===== src/rtl/scaler_pkg.sv =====
// scaler_pkg: shared constants and FSM state type for the linear scaler controller
package scaler_pkg;
  localparam int STEP        = 4096;
  localparam int FRAC_W      = $clog2(STEP);
  localparam int STEP_WIDTH  = 16;
  localparam int PIXEL_WIDTH = 8;
  localparam int LINE_W      = 13;
  localparam int POS_W       = LINE_W + FRAC_W;
  localparam int DX_W        = FRAC_W - 1;
  typedef enum logic [1:0] {IDLE, PRIME, RUN, DRAIN} scaler_ctrl_state_t;
endpackage


===== src/rtl/linear_scaler_ctrl_if.sv =====
// linear_scaler_ctrl_if: line control, pixel input, coefficient index and pixel-pair output bundle
interface linear_scaler_ctrl_if;
  import scaler_pkg::*;
  logic                   start;
  logic [STEP_WIDTH-1:0]  scale_step;
  logic [LINE_W-1:0]      in_width;
  logic [LINE_W-1:0]      out_width;
  logic                   busy;
  logic [PIXEL_WIDTH-1:0] di_pix;
  logic                   di_valid;
  logic                   di_ready;
  logic                   dx_en;
  logic [DX_W-1:0]        dx;
  logic [PIXEL_WIDTH-1:0] do_pix0;
  logic [PIXEL_WIDTH-1:0] do_pix1;
  logic                   do_valid;
  logic                   do_ready;
  logic                   do_eol;
  modport slave (
    input  start, scale_step, in_width, out_width, di_pix, di_valid, do_ready,
    output busy, di_ready, dx_en, dx, do_pix0, do_pix1, do_valid, do_eol
  );
  modport master (
    output start, scale_step, in_width, out_width, di_pix, di_valid, do_ready,
    input  busy, di_ready, dx_en, dx, do_pix0, do_pix1, do_valid, do_eol
  );
endinterface


===== src/rtl/scaler_pos_acc.sv =====
// scaler_pos_acc: fixed-point output position; LINEAR_SCALER_CTRL_CENTER_EN selects centre-aligned start
module scaler_pos_acc
  import scaler_pkg::*;
(
  input  logic                  clk,
  input  logic                  rst_n,
  input  logic                  init_i,
  input  logic                  adv_i,
  input  logic [STEP_WIDTH-1:0] step_i,
  output logic [LINE_W-1:0]     pos_int_o,
  output logic [DX_W-1:0]       pos_frac_o
);
  logic [STEP_WIDTH-1:0] step_q, step_d;
  logic [POS_W-1:0]      pos_q, pos_d, init_pos;
`ifdef LINEAR_SCALER_CTRL_CENTER_EN
  // (step - STEP)/2 taken signed: upscale steps would go negative, so they clamp to 0
  assign init_pos = (step_i > STEP_WIDTH'(STEP)) ? POS_W'((step_i - STEP_WIDTH'(STEP)) >> 1) : '0;
`else
  assign init_pos = '0;
`endif
  assign step_d     = init_i ? step_i : step_q;
  assign pos_d      = init_i ? init_pos : adv_i ? pos_q + POS_W'(step_q) : pos_q;
  assign pos_int_o  = pos_q[POS_W-1:FRAC_W];
  assign pos_frac_o = pos_q[FRAC_W-1:1];
  // position and latched step registers
  always_ff @(posedge clk or negedge rst_n)
    if (!rst_n) begin
      pos_q  <= '0;
      step_q <= '0;
    end else begin
      pos_q  <= pos_d;
      step_q <= step_d;
    end
endmodule


===== src/rtl/linear_scaler_ctrl.sv =====
// linear_scaler_ctrl: one-line horizontal scaler sequencer (centre alignment via LINEAR_SCALER_CTRL_CENTER_EN)
module linear_scaler_ctrl
  import scaler_pkg::*;
(
  input logic clk,
  input logic rst_n,
  linear_scaler_ctrl_if.slave io
);
  scaler_ctrl_state_t state_q, state_d;
  logic [LINE_W-1:0] in_w_q, in_w_d, out_w_q, out_w_d, in_idx_q, in_idx_d;
  logic [LINE_W-1:0] acc_q, acc_d, out_cnt_q, out_cnt_d;
  logic [PIXEL_WIDTH-1:0] p0_q, p0_d, p1_q, p1_d, pix0_q, pix0_d, pix1_q, pix1_d;
  logic have0_q, have0_d, valid_q, valid_d, eol_q, eol_d;
  logic init, issue, di_ready, more, last;
  logic [LINE_W-1:0] pos_int;
  logic [DX_W-1:0] pos_frac;

  scaler_pos_acc u_pos (
    .clk(clk), .rst_n(rst_n), .init_i(init), .adv_i(issue), .step_i(io.scale_step),
    .pos_int_o(pos_int), .pos_frac_o(pos_frac)
  );

  assign more        = acc_q < in_w_q;
  assign last        = out_cnt_q == out_w_q - 1'b1;
  assign io.busy     = state_q != IDLE;
  assign io.di_ready = di_ready;
  assign io.dx_en    = issue;
  assign io.dx       = pos_frac;
  assign io.do_pix0  = pix0_q;
  assign io.do_pix1  = pix1_q;
  assign io.do_valid = valid_q;
  assign io.do_eol   = eol_q;

  // next state: prime the window, then shift (priority) or issue one pair per cycle, then drain input
  always_comb begin
    state_d   = state_q;
    in_w_d    = in_w_q;
    out_w_d   = out_w_q;
    in_idx_d  = in_idx_q;
    acc_d     = acc_q;
    out_cnt_d = out_cnt_q;
    p0_d      = p0_q;
    p1_d      = p1_q;
    have0_d   = have0_q;
    pix0_d    = pix0_q;
    pix1_d    = pix1_q;
    valid_d   = valid_q & ~io.do_ready;
    eol_d     = eol_q & ~io.do_ready;
    init      = 1'b0;
    issue     = 1'b0;
    di_ready  = 1'b0;
    case (state_q)
      IDLE: if (io.start) begin
        state_d   = PRIME;
        init      = 1'b1;
        in_w_d    = io.in_width;
        out_w_d   = io.out_width;
        in_idx_d  = '0;
        acc_d     = '0;
        out_cnt_d = '0;
        have0_d   = 1'b0;
      end
      PRIME: begin
        di_ready = 1'b1;
        in_idx_d = '0;
        if (io.di_valid) begin
          acc_d   = acc_q + 1'b1;
          have0_d = 1'b1;
          p1_d    = io.di_pix;
          p0_d    = have0_q ? p0_q : io.di_pix;
          state_d = (have0_q || in_w_q == LINE_W'(1)) ? RUN : PRIME;
        end
      end
      RUN: if (pos_int > in_idx_q) begin
        di_ready = more;
        if (!more || io.di_valid) begin
          p0_d     = p1_q;
          in_idx_d = in_idx_q + 1'b1;
          p1_d     = more ? io.di_pix : p1_q;
          acc_d    = more ? acc_q + 1'b1 : acc_q;
        end
      end else if (!valid_q || io.do_ready) begin
        issue     = 1'b1;
        pix0_d    = p0_q;
        pix1_d    = p1_q;
        valid_d   = 1'b1;
        eol_d     = last;
        out_cnt_d = out_cnt_q + 1'b1;
        state_d   = last ? DRAIN : RUN;
      end
      DRAIN: begin
        di_ready = more;
        acc_d    = (more && io.di_valid) ? acc_q + 1'b1 : acc_q;
        state_d  = more ? DRAIN : IDLE;
      end
    endcase
  end

  // state and datapath registers
  always_ff @(posedge clk or negedge rst_n)
    if (!rst_n) begin
      state_q   <= IDLE;
      in_w_q    <= '0;
      out_w_q   <= '0;
      in_idx_q  <= '0;
      acc_q     <= '0;
      out_cnt_q <= '0;
      p0_q      <= '0;
      p1_q      <= '0;
      have0_q   <= 1'b0;
      pix0_q    <= '0;
      pix1_q    <= '0;
      valid_q   <= 1'b0;
      eol_q     <= 1'b0;
    end else begin
      state_q   <= state_d;
      in_w_q    <= in_w_d;
      out_w_q   <= out_w_d;
      in_idx_q  <= in_idx_d;
      acc_q     <= acc_d;
      out_cnt_q <= out_cnt_d;
      p0_q      <= p0_d;
      p1_q      <= p1_d;
      have0_q   <= have0_d;
      pix0_q    <= pix0_d;
      pix1_q    <= pix1_d;
      valid_q   <= valid_d;
      eol_q     <= eol_d;
    end
endmodule


===== src/flat_wrapper.sv =====
// flat-port wrapper written by rule: the top's interface ports become plain ports
module linear_scaler_ctrl_flat import scaler_pkg::*;
  (clk, rst_n, io_start, io_scale_step, io_in_width, io_out_width, io_di_pix, io_di_valid, io_do_ready, io_busy, io_di_ready, io_dx_en, io_dx, io_do_pix0, io_do_pix1, io_do_valid, io_do_eol);
  linear_scaler_ctrl_if io_i ();
  input logic clk;
  input logic rst_n;
  input wire logic [$bits(io_i.start)-1:0] io_start;
  input wire logic [$bits(io_i.scale_step)-1:0] io_scale_step;
  input wire logic [$bits(io_i.in_width)-1:0] io_in_width;
  input wire logic [$bits(io_i.out_width)-1:0] io_out_width;
  input wire logic [$bits(io_i.di_pix)-1:0] io_di_pix;
  input wire logic [$bits(io_i.di_valid)-1:0] io_di_valid;
  input wire logic [$bits(io_i.do_ready)-1:0] io_do_ready;
  output wire logic [$bits(io_i.busy)-1:0] io_busy;
  output wire logic [$bits(io_i.di_ready)-1:0] io_di_ready;
  output wire logic [$bits(io_i.dx_en)-1:0] io_dx_en;
  output wire logic [$bits(io_i.dx)-1:0] io_dx;
  output wire logic [$bits(io_i.do_pix0)-1:0] io_do_pix0;
  output wire logic [$bits(io_i.do_pix1)-1:0] io_do_pix1;
  output wire logic [$bits(io_i.do_valid)-1:0] io_do_valid;
  output wire logic [$bits(io_i.do_eol)-1:0] io_do_eol;
  assign io_i.start = io_start;
  assign io_i.scale_step = io_scale_step;
  assign io_i.in_width = io_in_width;
  assign io_i.out_width = io_out_width;
  assign io_i.di_pix = io_di_pix;
  assign io_i.di_valid = io_di_valid;
  assign io_i.do_ready = io_do_ready;
  assign io_busy = io_i.busy;
  assign io_di_ready = io_i.di_ready;
  assign io_dx_en = io_i.dx_en;
  assign io_dx = io_i.dx;
  assign io_do_pix0 = io_i.do_pix0;
  assign io_do_pix1 = io_i.do_pix1;
  assign io_do_valid = io_i.do_valid;
  assign io_do_eol = io_i.do_eol;
  linear_scaler_ctrl u_core (.clk(clk), .rst_n(rst_n), .io(io_i));
endmodule

===== config.mk =====
export PLATFORM = sky130hd
export DESIGN_NAME = linear_scaler_ctrl_flat
export DESIGN_NICKNAME = d
export VERILOG_FILES = /design/src/rtl/scaler_pkg.sv /design/src/rtl/linear_scaler_ctrl_if.sv /design/src/rtl/scaler_pos_acc.sv /design/src/rtl/linear_scaler_ctrl.sv /design/src/flat_wrapper.sv
export SDC_FILE = /design/constraint.sdc
export NUM_CORES = 1
export LEC_CHECK = 0
export ABC_AREA = 1
export CAP_MARGIN = 40
export CELL_PAD_IN_SITES_DETAIL_PLACEMENT = 1
export CELL_PAD_IN_SITES_GLOBAL_PLACEMENT = 1
export CORE_MARGIN = 2
export CORE_UTILIZATION = 39
export DETAILED_ROUTE_END_ITERATION = 16
export HOLD_SLACK_MARGIN = 0.05
export PLACE_DENSITY = 0.76
export SYNTH_ARGS = -nofsm -noshare
export SYNTH_HDL_FRONTEND = slang
export SYNTH_SLANG_ARGS = --single-unit

===== constraint.sdc =====
create_clock -name clk -period 2 [get_ports clk]
set_input_delay 0.4 -clock clk [delete_from_list [all_inputs] [get_ports clk]]
set_output_delay 0.4 -clock clk [all_outputs]
set_load 0.03 [all_outputs]

; Yosys cells after proc, flatten, opt, wreduce, memory -nomap -nowiden
; Index checks and enable logic that the tools add are counted.
[word_totals]
register_bits = 143
elab_cells = 111
[op_classes]
n_addsub = 5
order_cmp = 2
eq_ne = 14
mux = 49
n_bitwise = 4
n_reduce_logical = 22
[op_table]
columns = cell, count
row1 = 13-bit two-way mux, 10
row2 = 8-bit two-way mux, 8
row3 = 13-bit case mux with 4 select lines, 1
row4 = 25-bit two-way mux, 2
row5 = 13-bit by 1-bit adder with 13-bit output (second input constant), 3
row6 = 13-bit case mux with 3 select lines, 1
row7 = 8-bit case mux with 2 select lines, 2
row8 = 13-bit case mux with 2 select lines, 1
row9 = 25-bit by 16-bit adder with 25-bit output, 1
row10 = 1-bit two-way mux, 15
row11 = 13-bit by 1-bit equality test with 1-bit output (second input constant), 1
row12 = 13-bit equality test, 1
row13 = 13-bit greater-than comparator, 1
row14 = 13-bit < comparator, 1
row15 = 13-bit by 1-bit subtractor with 13-bit output (second input constant), 1
row16 = 2-bit two-way mux, 6
row17 = 4-bit AND reduction, 3
row18 = 2-bit by 1-bit inequality test with 1-bit output (second input constant), 5
row19 = 5-bit AND reduction, 2
row20 = 2-bit nonzero test, 5
row21 = 2-bit inequality test (second input constant), 4
row22 = 2-bit case mux with 4 select lines, 1
row23 = 3-bit AND reduction, 2
row24 = 6-bit AND reduction, 1
row25 = 12 further kinds, 18

; Logic depth before layout (Yosys ltp)
[depth]
depth_word = 7
mapped_depth = 16
mapped_depth_nobuf = 16

; Modules after synthesis
; Synthesis repeated with hierarchy kept, for this count alone.
[unflattened]
cells_unflattened = 1298
hier_area_um2 = 9222.6
[by_module_without_submodules]
columns = module, instances, cells_per_inst, area_per_inst_um2
row1 = linear_scaler_ctrl, 1, 854, 6198.4
row2 = scaler_pos_acc, 1, 444, 3024.2

; Least setup slack after synthesis
; Ideal clock, no wire load.
[synth_path]
kind = flip-flop to output port
startpoint = register u_core.u_pos.pos_q[18]
endpoint = output port io_dx_en
t_arrival_ns = 1.707
path_slack_ns = -0.107
stages_incl_launch_ff = 12
n_path_buf = 1
cell_sequence = dfrtp_1 ha_1 nand2_1 inv_1 o21ai_1 a21oi_1 nor2_1 nand2_1 nand2_4 nand3_2 inv_1 buf_2
[synth_between]
elab_chain_len = 3
[synth_rtl]
columns = element, line
row1 = start: declaration, scaler_pos_acc.sv:14  ; logic [POS_W-1:0] pos_q, pos_d, init_pos;
row2 = start signal: assignment, scaler_pos_acc.sv:31  ; pos_q <= pos_d;
row3 = 13-bit greater-than comparator, linear_scaler_ctrl.sv:74  ; RUN: if (pos_int > in_idx_q) begin
row4 = 1-bit two-way mux, linear_scaler_ctrl.sv:74
row5 = 1-bit two-way mux, linear_scaler_ctrl.sv:52  ; case (state_q)
row6 = end: declaration, flat_wrapper.sv:16  ; output wire logic [$bits(io_i.dx_en)-1:0] io_dx_en;
; Every way passes these cells.

; Worst setup path in the final report
[layout_path]
startpoint = register u_core.u_pos.pos_q[24]
endpoint = output port io_di_ready
[layout_between]
elab_chain_len = 3
[layout_rtl]
columns = element, line
row1 = 13-bit greater-than comparator, linear_scaler_ctrl.sv:74
row2 = 1-bit two-way mux, linear_scaler_ctrl.sv:74
row3 = 1-bit case mux with 3 select lines, linear_scaler_ctrl.sv:52
row4 = end: declaration, flat_wrapper.sv:15  ; output wire logic [$bits(io_i.di_ready)-1:0] io_di_ready;
; Every way passes these cells.

==> flow_summary.yaml <==
outcome:
  status: "complete, but fails checks"
  failed_checks: "negative setup slack"
critical_path:
  critPathTopFamily: "simple AND/OR/NAND/NOR gates"
  crit_chain: "ha_4 > nand4_1 > nor2_2 > o21ai_1 > nand2_1 > nand2_4 > inv_2 > nand3_2 > nand3_2 > buf_6"
  crit_buf_inv: 2
  critPathKind: "reg -> out"
  cp-start-kind: "register"
  worstPathRequired_ns: 1.60
  crit_path_top_delay_cell: "dfrtp_1"
  critPathCaptureType: "output pin"
  arrival_ns: 2.21
  critPathMaxFanout: 4
  critPathMaxStageDelay_ns: 0.42
  crit_top_cell: "nand3_2"
logic_synthesis:
  netlist_area_mm2: 0.00892
  synthTopCellsByArea: "dfrtp_1 40%, nand2_1 17%, ha_1 6.3%, inv_1 4.7%, xor2_1 4.3%"
  ys_seq_area_frac: 0.401
  async_flop_share: 1.00
  synth_top_area_cell: "dfrtp_1"
  syn_inst: 1191
  synth.most_common_cell: "nand2_1"
  ys_types: 40
  synth_edf_count: 0
  ys_ff_latch: 143
  synth_area_per_cell_um2: 7.49
  synth_top_area_frac: 0.401
  synth_warnings: 0
  ys.flop_type: "dfrtp_1"
  synth_common_cells: "394 x nand2_1, 143 x dfrtp_1, 111 x inv_1"
  synthesis.nets: 1292
sta:
  rsz0062_at_grt: "yes"
  maxSlewHeadroom: 0.596
  setup_violations: 99
  hold_viol: 0
  period_share: 1.31
  fmax_mhz: 383
  min_period_ns: 2.61
  fin_skew_ns: 0.0139
  timing.hold.ws_ns: 0.412
  worst_pin_slew_ns: 0.601
  slew_viol_final: 0
  worst_slack_ns: -0.611
route:
  vias: 9246
  drt_pre_antenna_iters: 5
  via_per_inst: 5.38
  wl_per_cell_um: 19.6
  drt-initial-drc-count: 480
  final_antenna_net_count: 0
  wl_um: 33700
  drc: 0
global_routing:
  overflow: 0
  first_global_vias: 9890
  grt_usage: 0.260
  antenna_found_initial: 0
  grt_pass1_wl_um: 49900
  grt_max_degree: 47
cts:
  cts_buffer_depth: 2
  insertion_delay_ns: 0.45
  clkTransAtPathRegs_ns: 0.07
  cts_buffers: 17
  clock_sinks: 143
  htreeDepth: 4
  cts_root_buf: "clkbuf_16"
  cts_tree: "yes"
placed_design:
  dp.cells: 1652
  io_buffers: 86
  pre_cts_slack_ns: -0.216
  place_area_mm2: 0.0109
  hpwl_um: 20400
  gp_congestion: 0.840
floorplanning:
  pin_count: 87
  rows: 55
  start_util: 0.395
  die-height_um: 155
  die-area_mm2: 0.0241
  fp.dieW_um: 155
  core_mm2: 0.0226
pwr:
  p_per_area_mw_per_mm2: 1320
  power_leakage_nw: 6.32
  vdd_ir_drop_max_mv: 0.671
finish:
  drive_above_1_share: 0.242
  fin_nets: 1523
  finalInstanceArea_mm2: 0.0127
  instances_no_fill: 1720
  antenna_cells: 0
  synthToLayoutAreaGrowth_pct: 41.9
hold_path:
  hold_path_class: "in -> async"
run:
  cap_violations: 0
-- through the flow --
stage	TNS [ns]	util	power (mW)
finish	-30.64	0.561	16.7
global route	-40.89	0.561	17.8
CTS	-12.13	0.540	16.0
detailed placement	-8.10	0.485	12.0
global placement	-1.28	0.485	11.6
floorplan	-0.0470	-	8.95
-- placed cells by master (no fill, tap or decap), drive strengths merged --
cell type | synthesis | layout
nand2 | 398 | 399
buf | 38 | 167
dfrtp | 143 | 143
inv | 118 | 127
o21ai | 112 | 112
nor2 | 98 | 98
clkdlybuf4s50 | 0 | 75
nand3 | 71 | 71
ha | 45 | 45
xor2 | 44 | 44
nand4 | 39 | 39
a21oi | 32 | 32
clkbuf | 6 | 21
nor3 | 16 | 16
xnor2 | 10 | 10
nor4 | 8 | 8
dlymetal6s2s | 0 | 6
clkinv | 0 | 5
nand3b | 3 | 3
o21a | 2 | 2
dlygate4sd2 | 0 | 2
o22ai | 2 | 2
xor3 | 1 | 1
a31oi | 1 | 1
nor3b | 1 | 1
and3 | 1 | 1
and2 | 1 | 1
fa | 1 | 1
clkinvlp | 0 | 1
dlygate4sd3 | 0 | 1
-- kinds of logic after synthesis --
group,Yosys count,synth area share
adder cells (fa/ha/maj),46,0.0654
XOR/XNOR,55,0.0557
flip-flops,143,0.401
buffers and inverters,162,0.0844
AND/OR/NAND/NOR,636,0.304
AO/OA/AOI/OAI,149,0.0896
-- sequential cells by signal (all words and copies together) (netlist names), 8 cells and up --
signal,count
u_core.u_pos.step_q,16
u_core.out_cnt_q,13
u_core.in_w_q,13
u_core.p1_q,8
u_core.io.do_pix1,8
u_core.acc_q,13
u_core.io.do_pix0,8
u_core.out_w_q,13
u_core.u_pos.pos_q,25
u_core.p0_q,8
u_core.in_idx_q,13
-- metal layers --
layer / wire, um / global-route usage
met5: 0 / 0
met4: 1090 / 0.0848
met3: 1380 / 0.0435
met2: 16900 / 0.452
met1: 14300 / 0.332
-- layout make-up --
cell class	instances	area, um2
Clock buffer	17	425
Clock inverter	15	168
Fill cell	2677	9910
Multi-Input combinational cell	887	5200
Sequential cell	143	3580
Inverter	118	463
Tap cell	285	357
Timing Repair Buffer	255	2470
-- final timing paths --
check | startpoint | to | slack [ns] | cells after the start
min reg2reg | u_core.p0_q[5]$_DFFE_PN0P_ | u_core.p0_q[5]$_DFFE_PN0P_ | 0.47 | 2
max in group asynchronous | rst_n | u_core.p1_q[4]$_DFFE_PN0P_ | 1.02 | 3
max | u_core.u_pos.pos_q[24]$_DFFE_PN0P_ | io_di_ready | -0.61 | 10
min | rst_n | u_core.u_pos.pos_q[7]$_DFFE_PN0P_ | 0.41 | 2
max reg2reg | u_core.u_pos.pos_q[24]$_DFFE_PN0P_ | u_core.p1_q[4]$_DFFE_PN0P_ | -0.53 | 14
min in group clk | u_core.p0_q[5]$_DFFE_PN0P_ | u_core.p0_q[5]$_DFFE_PN0P_ | 0.47 | 2
-- power by group --
part | internal (mW) | leakage, nW | switching [mW]
Combinational | 3.79 | 4.24 | 5.24
Clock | 1.68 | 0.288 | 1.63
Sequential | 3.67 | 1.79 | 0.688
Total | 9.15 | 6.32 | 7.57
-- timing repair --
| action | 4_1_cts | 5_1_grt |
|---|---|---|
| gates resized for setup | 117 | 101 |
| setup buffers | 26 | 14 |
| endpoints found under the hold margin | 28 | 0 |
| endpoints found under the setup margin | 96 | 106 |
| pin swaps | 22 | 30 |
| gates cloned | 5 | 5 |
| hold buffers | 1 | 0 |
Note: power is estimated with default switching activity, not from simulation.
